--- config.mk ---
export PLATFORM = sky130hd
export DESIGN_NAME = geofence_feeder
export DESIGN_NICKNAME = d
export VERILOG_FILES = /design/src/rtl/geofence_pkg.sv /design/src/rtl/geofence_pt_fifo.sv /design/src/rtl/geofence_feeder.sv
export SDC_FILE = /design/constraint.sdc
export NUM_CORES = 1
export LEC_CHECK = 0
export ABC_AREA = 1
export CAP_MARGIN = 5
export CORE_MARGIN = 2
export CORE_UTILIZATION = 60
export DETAILED_ROUTE_END_ITERATION = 8
export PLACE_DENSITY = 0.79
export SYNTH_ARGS = -nofsm -noshare
export SYNTH_HDL_FRONTEND = slang
export SYNTH_SLANG_ARGS = --single-unit
export TNS_END_PERCENT = 1
--- constraint.sdc ---
create_clock -name clk -period 3.7 [get_ports clk]
set_input_delay 1.11 -clock clk [delete_from_list [all_inputs] [get_ports clk]]
set_output_delay 1.11 -clock clk [all_outputs]
set_load 0.05 [all_outputs]
--- src/rtl/geofence_pkg.sv ---
// Shared constants and types for the geofence feeder slice.
package geofence_pkg;

    localparam int unsigned COORD_W    = 10;
    localparam int unsigned FRAME_PTS  = 7;
    localparam int unsigned WINDOW_LEN = 8;

    typedef enum logic [1:0] {
        BOOT,
        SEND,
        WAIT
    } state_t;

    typedef struct packed {
        logic [COORD_W-1:0] x;
        logic [COORD_W-1:0] y;
    } point_t;

endpackage

--- src/rtl/geofence_pt_fifo.sv ---
// Synchronous point FIFO with first-word-fall-through head and occupancy count.
module geofence_pt_fifo
    import geofence_pkg::*;
#(
    parameter int unsigned DEPTH = 16
) (
    input  logic                     clk,
    input  logic                     reset,
    input  logic                     push,
    input  point_t                   push_pt,
    input  logic                     pop,
    output point_t                   head,
    output logic [$clog2(DEPTH):0]   count
);

    localparam int unsigned AW    = $clog2(DEPTH);
    localparam int unsigned CNT_W = AW + 1;

    point_t          mem [DEPTH];
    logic [AW-1:0]   wr_ptr;
    logic [AW-1:0]   rd_ptr;
    logic            do_push;
    logic            do_pop;

    assign do_push = push && (count < CNT_W'(DEPTH));
    assign do_pop  = pop && (count != '0);
    assign head    = mem[rd_ptr];

    always_ff @(posedge clk) begin
        if (do_push) begin
            mem[wr_ptr] <= push_pt;
        end
    end

    // Pointers and count; a simultaneous push and pop leaves count unchanged.
    always_ff @(posedge clk) begin
        if (!reset) begin
            wr_ptr <= '0;
            rd_ptr <= '0;
            count  <= '0;
        end else begin
            if (do_push) begin
                wr_ptr <= wr_ptr + 1'b1;
            end
            if (do_pop) begin
                rd_ptr <= rd_ptr + 1'b1;
            end
            if (do_push && !do_pop) begin
                count <= count + 1'b1;
            end else if (do_pop && !do_push) begin
                count <= count - 1'b1;
            end
        end
    end

endmodule

--- src/rtl/geofence_feeder.sv ---
// Replays buffered 7-point frames onto the free-running checker bus and tags its results.
// Optional WAIT watchdog (wd_err port, TIMEOUT parameter): define GEOFENCE_FEEDER_WATCHDOG_EN.
module geofence_feeder
    import geofence_pkg::*;
#(
    parameter int unsigned DEPTH = 16
`ifdef GEOFENCE_FEEDER_WATCHDOG_EN
    , parameter int unsigned TIMEOUT = 63
`endif
) (
    input  logic               clk,
    input  logic               reset,
    input  logic               in_valid,
    output logic               in_ready,
    input  logic [COORD_W-1:0] in_x,
    input  logic [COORD_W-1:0] in_y,
    output logic [COORD_W-1:0] X,
    output logic [COORD_W-1:0] Y,
    input  logic               gf_valid,
    input  logic               gf_inside,
    output logic               out_valid,
    output logic               out_inside,
    output logic [7:0]         out_frame_id,
    output logic [7:0]         dummy_cnt
`ifdef GEOFENCE_FEEDER_WATCHDOG_EN
    , output logic             wd_err
`endif
);

    localparam int unsigned CNT_W = $clog2(DEPTH) + 1;

    state_t             state;
    logic [2:0]         slot;
    logic               dummy;
    logic [7:0]         frame_id;
    logic [CNT_W-1:0]   fifo_count;
    point_t             fifo_head;
    point_t             in_pt;
    logic               real_avail;
    logic               start_frame;
    logic               pop;
    logic               wd_fire;

    assign in_pt      = {in_x, in_y};
    assign in_ready   = (fifo_count < CNT_W'(DEPTH));
    assign real_avail = (fifo_count >= CNT_W'(FRAME_PTS));

    geofence_pt_fifo #(
        .DEPTH (DEPTH)
    ) u_fifo (
        .clk     (clk),
        .reset   (reset),
        .push    (in_valid),
        .push_pt (in_pt),
        .pop     (pop),
        .head    (fifo_head),
        .count   (fifo_count)
    );

    // X/Y are loaded on the edge entering each slot, so the pop is issued in the cycle before it.
    always_comb begin
        start_frame = 1'b0;
        pop         = 1'b0;
        case (state)
            BOOT:    start_frame = 1'b1;
            WAIT:    start_frame = gf_valid || wd_fire;
            default: start_frame = 1'b0;
        endcase
        if (start_frame) begin
            pop = real_avail;
        end else if (state == SEND && !dummy && slot < 3'(FRAME_PTS - 1)) begin
            pop = 1'b1;
        end
    end

    always_ff @(posedge clk) begin
        if (!reset) begin
            state        <= BOOT;
            slot         <= '0;
            dummy        <= 1'b0;
            X            <= '0;
            Y            <= '0;
            out_valid    <= 1'b0;
            out_inside   <= 1'b0;
            out_frame_id <= '0;
            frame_id     <= '0;
            dummy_cnt    <= '0;
        end else begin
            out_valid <= 1'b0;
            X         <= '0;
            Y         <= '0;
            if (state == WAIT && gf_valid && !dummy) begin
                out_valid    <= 1'b1;
                out_inside   <= gf_inside;
                out_frame_id <= frame_id;
                frame_id     <= frame_id + 8'd1;
            end
            if (start_frame) begin
                state <= SEND;
                slot  <= '0;
                dummy <= !real_avail;
                if (real_avail) begin
                    X <= fifo_head.x;
                    Y <= fifo_head.y;
                end else if (dummy_cnt != 8'hFF) begin
                    dummy_cnt <= dummy_cnt + 8'd1;
                end
            end else if (state == SEND) begin
                slot <= slot + 3'd1;
                if (pop) begin
                    X <= fifo_head.x;
                    Y <= fifo_head.y;
                end
                if (slot == 3'(WINDOW_LEN - 1)) begin
                    state <= WAIT;
                    slot  <= '0;
                end
            end
        end
    end

`ifdef GEOFENCE_FEEDER_WATCHDOG_EN
    localparam int unsigned WD_W = $clog2(TIMEOUT + 1);

    logic [WD_W-1:0] wait_cnt;

    assign wd_fire = (state == WAIT) && !gf_valid && (wait_cnt == WD_W'(TIMEOUT));

    // Counts WAIT cycles; a missing checker result forces a fresh window and latches the error.
    always_ff @(posedge clk) begin
        if (!reset) begin
            wait_cnt <= '0;
            wd_err   <= 1'b0;
        end else begin
            if (state == WAIT && !start_frame) begin
                wait_cnt <= wait_cnt + 1'b1;
            end else begin
                wait_cnt <= '0;
            end
            if (wd_fire) begin
                wd_err <= 1'b1;
            end
        end
    end
`else
    assign wd_fire = 1'b0;
`endif

endmodule

== Word level (Yosys, flattened, before mapping) ==
Memories as Yosys holds them, arrays and structs flattened. A register that Yosys moved wholly into a read port is not among the register bits.
Index checks and enable logic that the tools add are counted.
Word-level totals
  bits in registers: 65
  memories: 1
  output and inout bits: 39
  RAM bits: 320
  input bits: 25
  logic and storage cells: 74
Memory list
  u_fifo.mem: words 16, bits a word 20, read ports 1, clocked after Yosys merged registers in 1, wr ports 1, RTL line geofence_pt_fifo.sv:19  | point_t mem [DEPTH];
Operators by class
  reduce and logical (&&, ||, !) cells: 21
  mux-type cells: 22
  order comparisons: 3
  equal/unequal tests: 4
  bitwise gates (word level): 2
  add/subtract/negate cells: 7
Operator list (count)
  10-bit two-way mux: 8
  8-bit by 1-bit adder with 8-bit output (second input constant): 2
  5-bit two-way mux: 2
  4-bit by 1-bit adder with 4-bit output (second input constant): 2
  1-bit logical AND: 8
  1-bit two-way mux: 8
  4-bit two-way mux: 2
  8-bit inequality test (second input constant): 1
  2-bit nonzero test: 3
  5-bit by 1-bit adder with 5-bit output (second input constant): 1
  5-bit by 3-bit greater-or-equal comparator with 1-bit output (second input constant): 1
  5-bit less-than comparator (second input constant): 1
  5-bit nonzero test: 1
  5-bit by 1-bit subtractor with 5-bit output (second input constant): 1
  1-bit logical NOT: 4
  2-bit AND reduction: 2
  3-bit by 1-bit adder with 3-bit output (second input constant): 1
  3-bit equality test (second input constant): 1
  3-bit less-than comparator (second input constant): 1
  3-bit two-way mux: 1
  3-bit AND reduction: 1
  2-bit by 1-bit equality test with 1-bit output (second input constant): 1
  2-bit equality test (second input constant): 1
  2-bit logical NOT: 1
  other kinds (3): 4

== Longest topological paths before layout ==
  depth after elaboration: 9
  depth in mapped cells: 17
  mapped depth without buffers: 17

== Modules after synthesis ==
From an unflattened synthesis, not the netlist that was laid out.
Second synthesis, totals
  cells, all modules: 1714
  area total of the unflattened synthesis: 16833.6 µm²
By module, submodules not included
  geofence_pt_fifo: instances 1, cells each 1425, area each 14611.5 µm²
  geofence_feeder: instances 1, cells each 289, area each 2222.1 µm²

== Worst setup path after synthesis ==
OpenSTA, ideal clock, no wires.
  path type: input to register
  from: input port in_valid
  to: memory u_fifo.mem[11][0] (netlist name) (enable)
  required time: 3303 ps
  path buffers: 0
  data arrival time: 2553 ps
  cell stages on the path: 6
  setup slack: 750 ps
  library setup time: 397 ps
  path through: inv_1 > nor2_1 > inv_1 > nor2_1 > nand2_1 > nor2_1
Between the ends
  cells in the longest elaborated chain, start to end: 3
Ends and longest elaborated chain
  start: declaration: RTL line geofence_feeder.sv:13  | input logic in_valid,
  1-bit logical AND: RTL line geofence_pt_fifo.sv:25  | assign do_push = push && (count < CNT_W'(DEPTH));
  named net u_fifo.do_push: RTL line geofence_pt_fifo.sv:22  | logic do_push;
  1-bit two-way mux: RTL line geofence_pt_fifo.sv:30  | if (do_push) begin
  1-bit two-way mux (implied by the code): RTL line geofence_pt_fifo.sv:31  | mem[wr_ptr] <= push_pt;
  end: declaration: RTL line geofence_pt_fifo.sv:19
The timed path passes the listed nets, and every way through them passes these cells.

== Worst setup path after layout ==
  from: input port gf_valid
  to: register u_fifo.count[4]
Between the ends
  cells in the longest elaborated chain, start to end: 6
Ends and longest elaborated chain
  start: declaration: RTL line geofence_feeder.sv:19  | input logic gf_valid,
  1-bit one-hot mux with 2 select lines (*): RTL line geofence_feeder.sv:64  | case (state)
  1-bit two-way mux (*): RTL line geofence_feeder.sv:69  | if (start_frame) begin
  1-bit logical AND (*): RTL line geofence_pt_fifo.sv:26  | assign do_pop = pop && (count != '0);
  1-bit logical NOT: RTL line geofence_pt_fifo.sv:48  | if (do_push && !do_pop) begin
  1-bit logical AND: RTL line geofence_pt_fifo.sv:48
  5-bit two-way mux or 2-bit nonzero test (tied branches)
  end signal: assignment: RTL line geofence_pt_fifo.sv:49  | count <= count + 1'b1;
  end signal: assignment: RTL line geofence_pt_fifo.sv:51  | count <= count - 1'b1;
  end: declaration: RTL line geofence_pt_fifo.sv:13  | output logic [$clog2(DEPTH):0] count
Every way passes the cells marked *; elsewhere a longest branch is shown, timed or not.
A chain may end at the register's enable or synchronous reset.

==> metrics.yaml <==
status: "complete, no violations"
fmax_mhz: 325.0
antenna_found_initial: 0
path_cells: "clkdlybuf4s50_1, inv_1, nand2_1, nand2_2, nor2_1, inv_1, nand3_2, ha_1, inv_1, ha_1, nand2_1, nand2_1, nor2_1, nand2_1, nand3_1, nand2_1, nand2_1, nor2_1"
cts_tree: "done"
leakage_nw: 6.604
p_int_mw: 8.031
place_area_um2: 16620
coreArea_um2: 25330
cp_num_buf_inv: 4
p_sw_mw: 3.647
cts_buffer_depth: 3
diodes: 0
clk_latency_ns: 0.53
tightest_slew_ns: 1.061
fill_cells: 1678
drv_slew: 0
cp_max_fo: 6
ys_seq_elements: 389
finalSetupTns_ns: 0
cts_root_buffer: "clkbuf_16"
via_per_inst: 5.838
power.density_nw_per_um2: 653.2
cp_top_family: "simple AND/OR/NAND/NOR gates"
p_clk_frac: 0.329
critPathSlowestCell: "clkdlybuf4s50_1"
yosys_warnings: 0
drc_errors: 0
critPathKind: "in2reg"
end_kind: "register"
die-area_um2: 27270
cpMostUsedCell: "nand2_1"
post-place-cells: 1769
avgRoutedWirePerCell_um: 19.53
holdWs_ns: 0.4917
start_util: 0.6151
arrival_ns: 3.50
port_buffers: 63
synth_cell_types: 33
met2_usage: 0.4528
drt_iter0_drc: 1253
syn_inst: 1412
syn_area_um2: 15580
grt_use_met3: 0.05819
grt_max_degree: 164
drt-pass1-iter-count: 5
num_rows: 58
pwr-share-comb: 0.238
gp_congestion: 0.8285
maxCapViolCount: 0
hold_path_class: "reg2reg"
cts_made_buffers: 39
multi_input_area_um2: 4029
syn_avg_cell_area_um2: 11.03
area_growth_pct: 14.76
seqCellArea_um2: 11000
p_sw_frac: 0.3123
ys_seq_area_frac: 0.7055
fin_cells: 1841
slew_headroom: 0.2926
max_stage_delay_ns: 0.47
crit_path_start_kind: "primary input"
top_usage_layer: "met2"
use_met1: 0.3483
finClkSkew_ns: 0.009847
cts_hold_buf: 0
h-tree-depth: 2
syn-num-nets: 1452
drive_gt1_frac: 0.08140
io_pins: 64
grt_pass1_vias: 10510
antenna_left: 0
clk_pin_slew_ns: 0.06
ir_worst_vdd_v: 0.0005117
die_x_um: 165.1
setup_viol: 0
seqPwrFrac: 0.433
grt_pass1_wl_um: 55610
fin_util: 0.7059
fin_crit_ns: 3.077
grt.total_usage: 0.2705
cts_resized: 0
worst_ep_required_time_ns: 4.12
cts_setup_buffers: 0
chipHeight_um: 165.1
cts.sink_count: 389
stdcell_area_um2: 17880
period_share: 0.8315
rsz0062_at_grt: "no"
place_hpwl_um: 19980
fin_nets: 1520
hold_viol_final: 0
drt_wl_total_um: 35960
num_vias: 10750
grt.overflow.total: 0
## metal layers
layer  share of wire  up-vias
li1                -     4993
met1            0.38     5087
met2            0.49      569
met3           0.098       98
met4           0.032        0
met5               0        -
## Yosys cell counts
cell | n | area share
o21ai_0 | 27 | 0.0087
buf_2 | 32 | 0.010
o211ai_1 | 4 | 0.0019
ha_1 | 14 | 0.011
buf_4 | 13 | 0.0063
fa_1 | 1 | 0.0013
a211oi_1 | 1 | 0.00048
o21ai_4 | 1 | 0.0010
edfxtp_1 | 320 | 0.62
clkbuf_1 | 19 | 0.0046
inv_2 | 2 | 0.00048
o21ai_1 | 13 | 0.0042
buf_6 | 1 | 0.00072
a22oi_1 | 1 | 0.00048
nand3_1 | 231 | 0.074
buf_1 | 8 | 0.0019
a31oi_1 | 1 | 0.00040
nand2_1 | 425 | 0.10
o21a_1 | 1 | 0.00048
nor2_1 | 97 | 0.023
nand3_2 | 1 | 0.00064
nand2_2 | 3 | 0.0012
o22ai_1 | 1 | 0.00040
inv_4 | 1 | 0.00040
a21oi_1 | 47 | 0.015
xnor2_1 | 2 | 0.0011
nand4_1 | 8 | 0.0032
inv_1 | 57 | 0.014
nor2_2 | 1 | 0.00040
dfxtp_1 | 69 | 0.089
xor2_1 | 2 | 0.0011
nor3_1 | 7 | 0.0022
nor4_1 | 1 | 0.00040
## placed cells by master, fill, tap and decap left out, types with 3 or more instances in the layout
master / netlist / layout
inv_1: 57 / 56
o21ai_1: 13 / 13
o21ai_0: 27 / 27
nand3_1: 231 / 231
a21oi_1: 47 / 47
buf_4: 13 / 34
clkbuf_16: 0 / 40
clkbuf_8: 0 / 6
clkdlybuf4s50_1: 0 / 63
nor2_1: 97 / 81
dfxtp_1: 69 / 65
ha_1: 14 / 14
nand4_1: 8 / 8
nand2_1: 425 / 425
clkinv_2: 0 / 5
edfxtp_1: 320 / 320
buf_12: 0 / 3
clkbuf_1: 19 / 14
dfxtp_2: 0 / 3
nor3_1: 7 / 7
nor2_2: 1 / 17
o211ai_1: 4 / 4
nand2_2: 3 / 3
## layout make-up
| type | instances | share of cell area |
|---|---|---|
| tap | 330 | 0.02310 |
| multi-input combinational | 890 | 0.2254 |
| clock inverter | 12 | 0.006999 |
| clock buffer | 60 | 0.06355 |
| timing repair buffer | 100 | 0.05291 |
| inverter | 60 | 0.01288 |
| sequential | 389 | 0.6152 |
## power by group through the flow
| stage | sequential, mW | clock [mW] | combinational (mW) |
|---|---|---|---|
| 2_1_floorplan | 5.33 | 0 | 1.80 |
| 3_3_place_gp | 5.14 | 0 | 2.65 |
| 5_1_grt | 5.07 | 4.05 | 3.05 |
| 6_report | 5.05 | 3.84 | 2.78 |
| 4_1_cts | 5.05 | 3.87 | 2.75 |
| 3_5_place_dp | 5.14 | 0 | 2.72 |
## flip-flops by register name (all words and copies together), names as in the netlist, named ones only
signal	cells
X	10
Y	10
dummy	1
dummy_cnt	8
frame_id	8
out_frame_id	8
out_inside	1
out_valid	1
slot	3
state	2
u_fifo.count	5
u_fifo.mem	320
u_fifo.rd_ptr	4
u_fifo.wr_ptr	4
## path summary, 6_finish.rpt
kind                   start              end  slack, ns  cells after the start
min          out_frame_id[7]  out_frame_id[7]       0.49                      2
min reg2reg  out_frame_id[7]  out_frame_id[7]       0.49                      2
max                 gf_valid  u_fifo.count[4]       0.62                     18
max reg2reg  u_fifo.count[3]  u_fifo.count[4]       1.29                     16
## worst min-delay path, cell delays in order (launching register included)
cell and delay, ns:
dfxtp_1 0.31, nor2_1 0.09, nor2_1 0.05
## logic make-up after synthesis
| group | after synthesis | share of synthesized area |
|---|---|---|
| AOI/OAI and AO/OA | 97 | 0.03317 |
| and+or+nand+nor | 774 | 0.2081 |
| DFF | 389 | 0.7055 |
| xor gates and xnor gates | 4 | 0.002249 |
| adders and majority gates | 15 | 0.01253 |
| buffers and inverters | 133 | 0.03839 |
## per-stage QoR
| step | setup slack [ns] | power, mW |
|---|---|---|
| 2_1_floorplan | 0.7502 | 7.127 |
| 3_3_place_gp | 0.1756 | 7.787 |
| 3_5_place_dp | 0.09316 | 7.861 |
| 4_1_cts | 0.6428 | 11.67 |
| 5_1_grt | 0.2982 | 12.16 |
| 6_report | 0.6235 | 11.68 |
Power figures use the tool's default switching activity.
